[src/rtl/ps2_host_tx_pkg.sv]
// ps2_host_tx_pkg: transmitter state encoding and PS/2 command bytes
package ps2_host_tx_pkg;
  typedef enum logic [2:0] {
    IDLE, INHIBIT, START, DATA, PARITY, STOP, ACK, WAIT_IDLE
  } state_t;
  localparam logic [7:0] CMD_SET_LED = 8'hED;
  localparam logic [7:0] CMD_RESET   = 8'hFF;
  localparam logic [7:0] CMD_ENABLE  = 8'hF4;
  localparam logic [7:0] RSP_ACK     = 8'hFA;
endpackage

[src/rtl/ps2_line_filter.sv]
// ps2_line_filter: pin synchroniser, clock agreement filter and falling-edge strobe
module ps2_line_filter #(
  parameter int FILTER_LEN = 8
) (
  input  logic clk,
  input  logic reset,
  input  logic clk_raw,
  input  logic data_raw,
  output logic clk_f,
  output logic data_s,
  output logic fall
);
  localparam int W = $clog2(FILTER_LEN + 1);
  logic [1:0] clk_sync, data_sync;
  logic [W-1:0] run;
  always_ff @(posedge clk)
    if (reset) begin
      clk_sync <= 2'b11;
      data_sync <= 2'b11;
      run <= '0;
      clk_f <= 1'b1;
      fall <= 1'b0;
    end else begin
      clk_sync <= {clk_sync[0], clk_raw};
      data_sync <= {data_sync[0], data_raw};
      fall <= 1'b0;
      if (clk_sync[1] == clk_f)
        run <= '0;
      else if (run == W'(FILTER_LEN - 1)) begin
        run <= '0;
        clk_f <= clk_sync[1];
        fall <= ~clk_sync[1];
      end else
        run <= run + 1'b1;
    end
  assign data_s = data_sync[1];
endmodule

[src/rtl/ps2_host_tx.sv]
// ps2_host_tx: PS/2 host-to-device byte transmitter with odd parity and ACK check
module ps2_host_tx
  import ps2_host_tx_pkg::*;
#(
  parameter int INHIBIT_CYCLES = 12000,
  parameter int TIMEOUT_CYCLES = 2000000,
  parameter int FILTER_LEN = 8
) (
  input  logic       clk,
  input  logic       reset,
  input  logic [7:0] tx_data,
  input  logic       tx_valid,
  output logic       tx_ready,
  input  logic       kb_clk_in,
  input  logic       kb_data_in,
  output logic       kb_clk_oe,
  output logic       kb_data_oe,
  output logic       busy,
  output logic       done,
  output logic       ack_ok,
  output logic       err
);
  localparam int CW = $clog2((TIMEOUT_CYCLES > INHIBIT_CYCLES ? TIMEOUT_CYCLES : INHIBIT_CYCLES) + 1);
  state_t state, state_n;
  logic [CW-1:0] cnt, cnt_n;
  logic [3:0] bitcnt, bitcnt_n;
  logic [8:0] sh, sh_n;
  logic data_oe_n, ack_r, ack_r_n, clk_f, data_s, fall, watch;
  ps2_line_filter #(.FILTER_LEN(FILTER_LEN)) u_filter (
    .clk(clk),
    .reset(reset),
    .clk_raw(kb_clk_in),
    .data_raw(kb_data_in),
    .clk_f(clk_f),
    .data_s(data_s),
    .fall(fall)
  );
  assign watch = !(state inside {IDLE, INHIBIT});
  assign err = watch && cnt == CW'(TIMEOUT_CYCLES);
  assign tx_ready = state == IDLE;
  assign busy = ~tx_ready;
  assign kb_clk_oe = state == INHIBIT;
  assign ack_ok = done & ack_r;
  always_ff @(posedge clk)
    if (reset) begin
      state <= IDLE;
      cnt <= '0;
      bitcnt <= '0;
      sh <= '0;
      kb_data_oe <= 1'b0;
      ack_r <= 1'b0;
    end else begin
      state <= state_n;
      cnt <= cnt_n;
      bitcnt <= bitcnt_n;
      sh <= sh_n;
      kb_data_oe <= data_oe_n;
      ack_r <= ack_r_n;
    end
  always_comb begin
    state_n = state;
    cnt_n = (fall && watch) ? '0 : cnt + 1'b1;
    bitcnt_n = bitcnt;
    sh_n = sh;
    data_oe_n = kb_data_oe;
    ack_r_n = ack_r;
    done = 1'b0;
    if (err) begin
      state_n = IDLE;
      cnt_n = '0;
      data_oe_n = 1'b0;
    end else
      case (state)
        IDLE: begin
          cnt_n = '0;
          if (tx_valid) begin
            sh_n = {~^tx_data, tx_data};
            bitcnt_n = '0;
            state_n = INHIBIT;
          end
        end
        INHIBIT:
          if (cnt == CW'(INHIBIT_CYCLES - 1)) begin
            cnt_n = '0;
            data_oe_n = 1'b1;
            state_n = START;
          end
        START:
          if (fall) begin
            data_oe_n = ~sh[0];
            sh_n = sh >> 1;
            bitcnt_n = 4'd1;
            state_n = DATA;
          end
        DATA:
          if (fall) begin
            data_oe_n = ~sh[0];
            sh_n = sh >> 1;
            bitcnt_n = bitcnt + 1'b1;
            state_n = bitcnt == 4'd8 ? PARITY : DATA;
          end
        PARITY:
          if (fall) begin
            data_oe_n = 1'b0;
            state_n = STOP;
          end
        STOP: state_n = fall ? ACK : STOP;
        ACK: begin
          ack_r_n = ~data_s;
          state_n = WAIT_IDLE;
        end
        WAIT_IDLE:
          if (clk_f && data_s) begin
            done = 1'b1;
            state_n = IDLE;
          end
        default: state_n = IDLE;
      endcase
  end
endmodule

[config.mk]
export PLATFORM = sky130hd
export DESIGN_NAME = ps2_host_tx
export DESIGN_NICKNAME = d
export VERILOG_FILES = /design/src/rtl/ps2_host_tx_pkg.sv /design/src/rtl/ps2_line_filter.sv /design/src/rtl/ps2_host_tx.sv
export SDC_FILE = /design/constraint.sdc
export NUM_CORES = 1
export LEC_CHECK = 0
export ABC_AREA = 0
export BUFFER_PORTS_ARGS = -buffer_cell sky130_fd_sc_hd__buf_2
export CELL_PAD_IN_SITES_DETAIL_PLACEMENT = 0
export CELL_PAD_IN_SITES_GLOBAL_PLACEMENT = 1
export CORE_ASPECT_RATIO = 0.6
export CORE_MARGIN = 10
export CORE_UTILIZATION = 41
export DETAILED_ROUTE_END_ITERATION = 10
export GPL_TIMING_DRIVEN = 0
export PLACE_DENSITY = 0.71
export SYNTH_ARGS = -nofsm -noshare
export SYNTH_HDL_FRONTEND = slang
export SYNTH_HIERARCHICAL = 1
export SYNTH_SLANG_ARGS = --single-unit
[constraint.sdc]
create_clock -name clk -period 1.6 [get_ports clk]
set_input_delay 0.32 -clock clk [delete_from_list [all_inputs] [get_ports clk]]
set_output_delay 0.32 -clock clk [all_outputs]
set_load 0.03 [all_outputs]
==> results.cfg <==
[synth]
largest_area_contributor_in_the_netlist = sky130_fd_sc_hd__dfxtp_1
synth_top_cells_by_area = sky130_fd_sc_hd__dfxtp_1 (40%), sky130_fd_sc_hd__nor2_1 (7.5%), sky130_fd_sc_hd__xor2_1 (6.1%)
postSynthAreaPerCell_sq_um = 8.78
synth.yosys.warnings = 6
synth.top_cell.area_share_pct = 40.2
netlist_area_sq_um = 2440
syn-num-nets = 296
yosys.cell_types.count = 52
yosys_most_used_dff = sky130_fd_sc_hd__dfxtp_1
synth-seq-cells = 49
number_of_flops_mapped_to_enable_cells_by_yosys = 0
netlist_top_cells_count = sky130_fd_sc_hd__dfxtp_1 (49), sky130_fd_sc_hd__nor2_1 (49), sky130_fd_sc_hd__xor2_1 (17), sky130_fd_sc_hd__nand2_1 (16), sky130_fd_sc_hd__nand3_1 (15)
synth_seq_area_share_pct = 40.2
synthesized_netlist_cell_count = 278
async_reset_ff_share_pct = 0

[worst_setup_path]
worstSetupEndpointType = output port
regToRegEndpoint = cnt[16]
ff2ff_setup_slack_ns = -0.28
critPathArrivalTime_ns = 1.88
worst-setup-path-type = flop to output port
startpoint_type_of_the_worst_setup_path = flop
r2r-start = cnt[13]
timing.critical_path.required_ns = 1.28
number_of_cells_on_the_worst_reg_to_reg_path = 7
crit_fanout = 3

[sta]
setup-violations-final = 41
timing.final.crit_share_pct = 137
worst_clock_skew_ns = 0.00684
final_count_of_pins_violating_max_slew = 0
finalWorstPathRequiredPeriod_ns = 2.20
tightestPinTransition_ns = 0.575
fin_ws_ns = -0.596
hold_violations = 0
worst_slew_margin_relative_to_its_limit_pct = 61.7
max_freq_mhz = 455
grt_setup_unrepaired = true

[worst_hold_path]
min_to = u_filter/clk_sync[0]
worst_hold_path_startpoint = kb_clk_in
holdCritPathClass = primary input to flop
timing.hold.worst_path_depth = 2

[clock_network]
clock_tree.root_cell = sky130_fd_sc_hd__clkbuf_8
tritoncts_clock_tree = done
cts_sinks = 49
cts-htree-levels = 2
tritoncts.num_buffers = 5
max-clock-path-buffers = 2
cts.clk_slew.worst_paths_ns = 0.10
insertion_delay_ns = 0.31

[drt]
wirelength_microns = 6380
drt-wirelength-per-cell_microns = 15.6
detail_route.first_pass.iterations = 4
detailedRoute.firstIterationViolations = 105
drcViolationCount = 0
num_vias = 2072
detail_route.vias_per_cell = 5.08
postRouteAntennaNets = 0

[floorplan]
die_h_microns = 79.8
design.core.area_sq_um = 5680
start_util_pct = 43.0
rows = 21
fp.dieArea_sq_um = 9540
dieWidth_microns = 120
boundaryPins = 20

[run_status]
run_status = finished, violations left
violations_in_the_final_reports = setup timing

[placement]
place_hpwl_microns = 4280
post_dp_cell_area_sq_um = 2680
globalplace.congestion = 0.781
buffer_ports.inserted = 19

[power_and_ir_drop]
cell_internal_pwr_mw = 2.31
net-switching-power_mw = 1.19
design_power_total_mw = 3.50
netSwitchingFraction_pct = 34.1
p_leak_nw = 1.34
power.sequential.fraction_pct = 39.6
comb_power_share_pct = 38.1
part_of_the_total_power_dissipated_in_the_clock_network_pct = 22.3
p_per_area_nw_per_um2 = 1090
power.ir.vdd_worst_uv = 565

[flow_run]
cap_violations = 0

[finish]
antenna_cells_inserted = 0
syn_to_final_growth_pct = 32.2
layout.core_utilization_pct = 56.8
post-route-cell-area_sq_um = 3220
final_layout_size_suffix_gt1_share_pct = 33.2
design.final.nets = 345

[grt]
grt_start_max_net_pins = 18
grt_usage_pct = 12.8
grt_antenna_before_repair = 0
grt_first_pass_wirelength_microns = 9850
overflow = 0
number_of_global_route_vias_before_repair = 1916
## power by group through the flow
| stage | clock network (mW) | logic, mW | registers [mW] |
|---|---|---|---|
| after floorplan | 0 | 0.654 | 1.40 |
| after detailed placement | 0 | 0.847 | 1.42 |
| final | 0.781 | 1.33 | 1.39 |
| after global placement | 0 | 0.849 | 1.42 |
| after global routing | 0.857 | 1.43 | 1.40 |
| after CTS | 0.813 | 1.11 | 1.38 |
## routing by layer
metal,routed length (microns),GRT usage [%],vias up
li1,-,-,1055
met1,3750,20.1,984
met2,2400,16.0,28
met3,180,3.04,5
met4,44,3.60,0
met5,0,0,-
## flip-flops by register name (all words and copies together), names as in the netlist
register,count
bitcnt,4
u_filter/run,4
sh,9
cnt,21
u_filter/clk_f,1
u_filter/fall,1
ack_r,1
u_filter/data_sync,2
u_filter/clk_sync,2
state,3
kb_data_oe,1
## worst max-delay path, cell delays in order, from the launching register on
cell and delay [ns]:
sky130_fd_sc_hd__dfxtp_4 0.37, sky130_fd_sc_hd__or4b_4 0.53, sky130_fd_sc_hd__nor3_4 0.16, sky130_fd_sc_hd__and2_4 0.19, sky130_fd_sc_hd__nor4b_4 0.05, sky130_fd_sc_hd__and2_4 0.14, sky130_fd_sc_hd__buf_6 0.13
## how the worst max path moves through the flow
stage | from | slack [ns] | cells after the start | end
detailed placement | cnt[14] | -0.56 | 6 | ack_ok
CTS | cnt[13] | -0.61 | 6 | ack_ok
floorplan | cnt[0] | -0.38 | 7 | ack_ok
finish | cnt[13] | -0.60 | 6 | ack_ok
global route | cnt[2] | -0.64 | 6 | ack_ok
global placement | cnt[14] | -0.56 | 6 | ack_ok
## area by class of cell
class / count / area, sq um
Tap cell: 80 / 100
Inverter: 13 / 51.3
Clock inverter: 3 / 25.0
Sequential cell: 49 / 1010
Clock buffer: 5 / 68.8
Timing Repair Buffer: 42 / 349
Fill cell: 552 / 2450
Buffer: 10 / 86.3
Multi-Input combinational cell: 206 / 1540
## repair_timing
action                                  4_1_cts  5_1_grt
hold endpoints to repair                      0        0
hold buffers                                  0        0
resized for setup                            32       42
setup buffers                                 9       11
pin swaps                                     7       13
endpoints found under the setup margin       44       45
gates cloned                                  2        2
## metrics by stage
step | hold slack (ns) | TNS (ns) | setup WS [ns] | std cells
2_1_floorplan | 0.389 | -5.14 | -0.378 | 278
3_3_place_gp | 0.391 | -14.29 | -0.557 | 377
3_5_place_dp | 0.399 | -14.16 | -0.556 | 377
4_1_cts | 0.176 | -9.70 | -0.610 | 396
5_1_grt | 0.172 | -11.17 | -0.639 | 408
6_report | 0.188 | -9.21 | -0.596 | 408
## cells in the final DEF (no fill, tap or decap), drive strengths merged, types with 9 or more instances in the layout
master	netlist	final
nor2	49	49
xor2	17	17
dfxtp	49	49
mux2i	11	11
xnor2	12	12
nand3	15	15
nand2	16	16
buf	6	48
inv	13	15
a211oi	9	9
## logic make-up (layout without fill, tap and decap cells)
group,after synthesis,in the layout,synth area share [%]
simple gates,127,127,28.4
xor+xnor,29,29,10.4
flops,49,49,40.2
compound gates,34,34,9.80
fa+ha+maj,5,5,2.56
buf+inv,23,73,4.15
mux,11,11,4.51
Power figures use the tool's default switching activity.
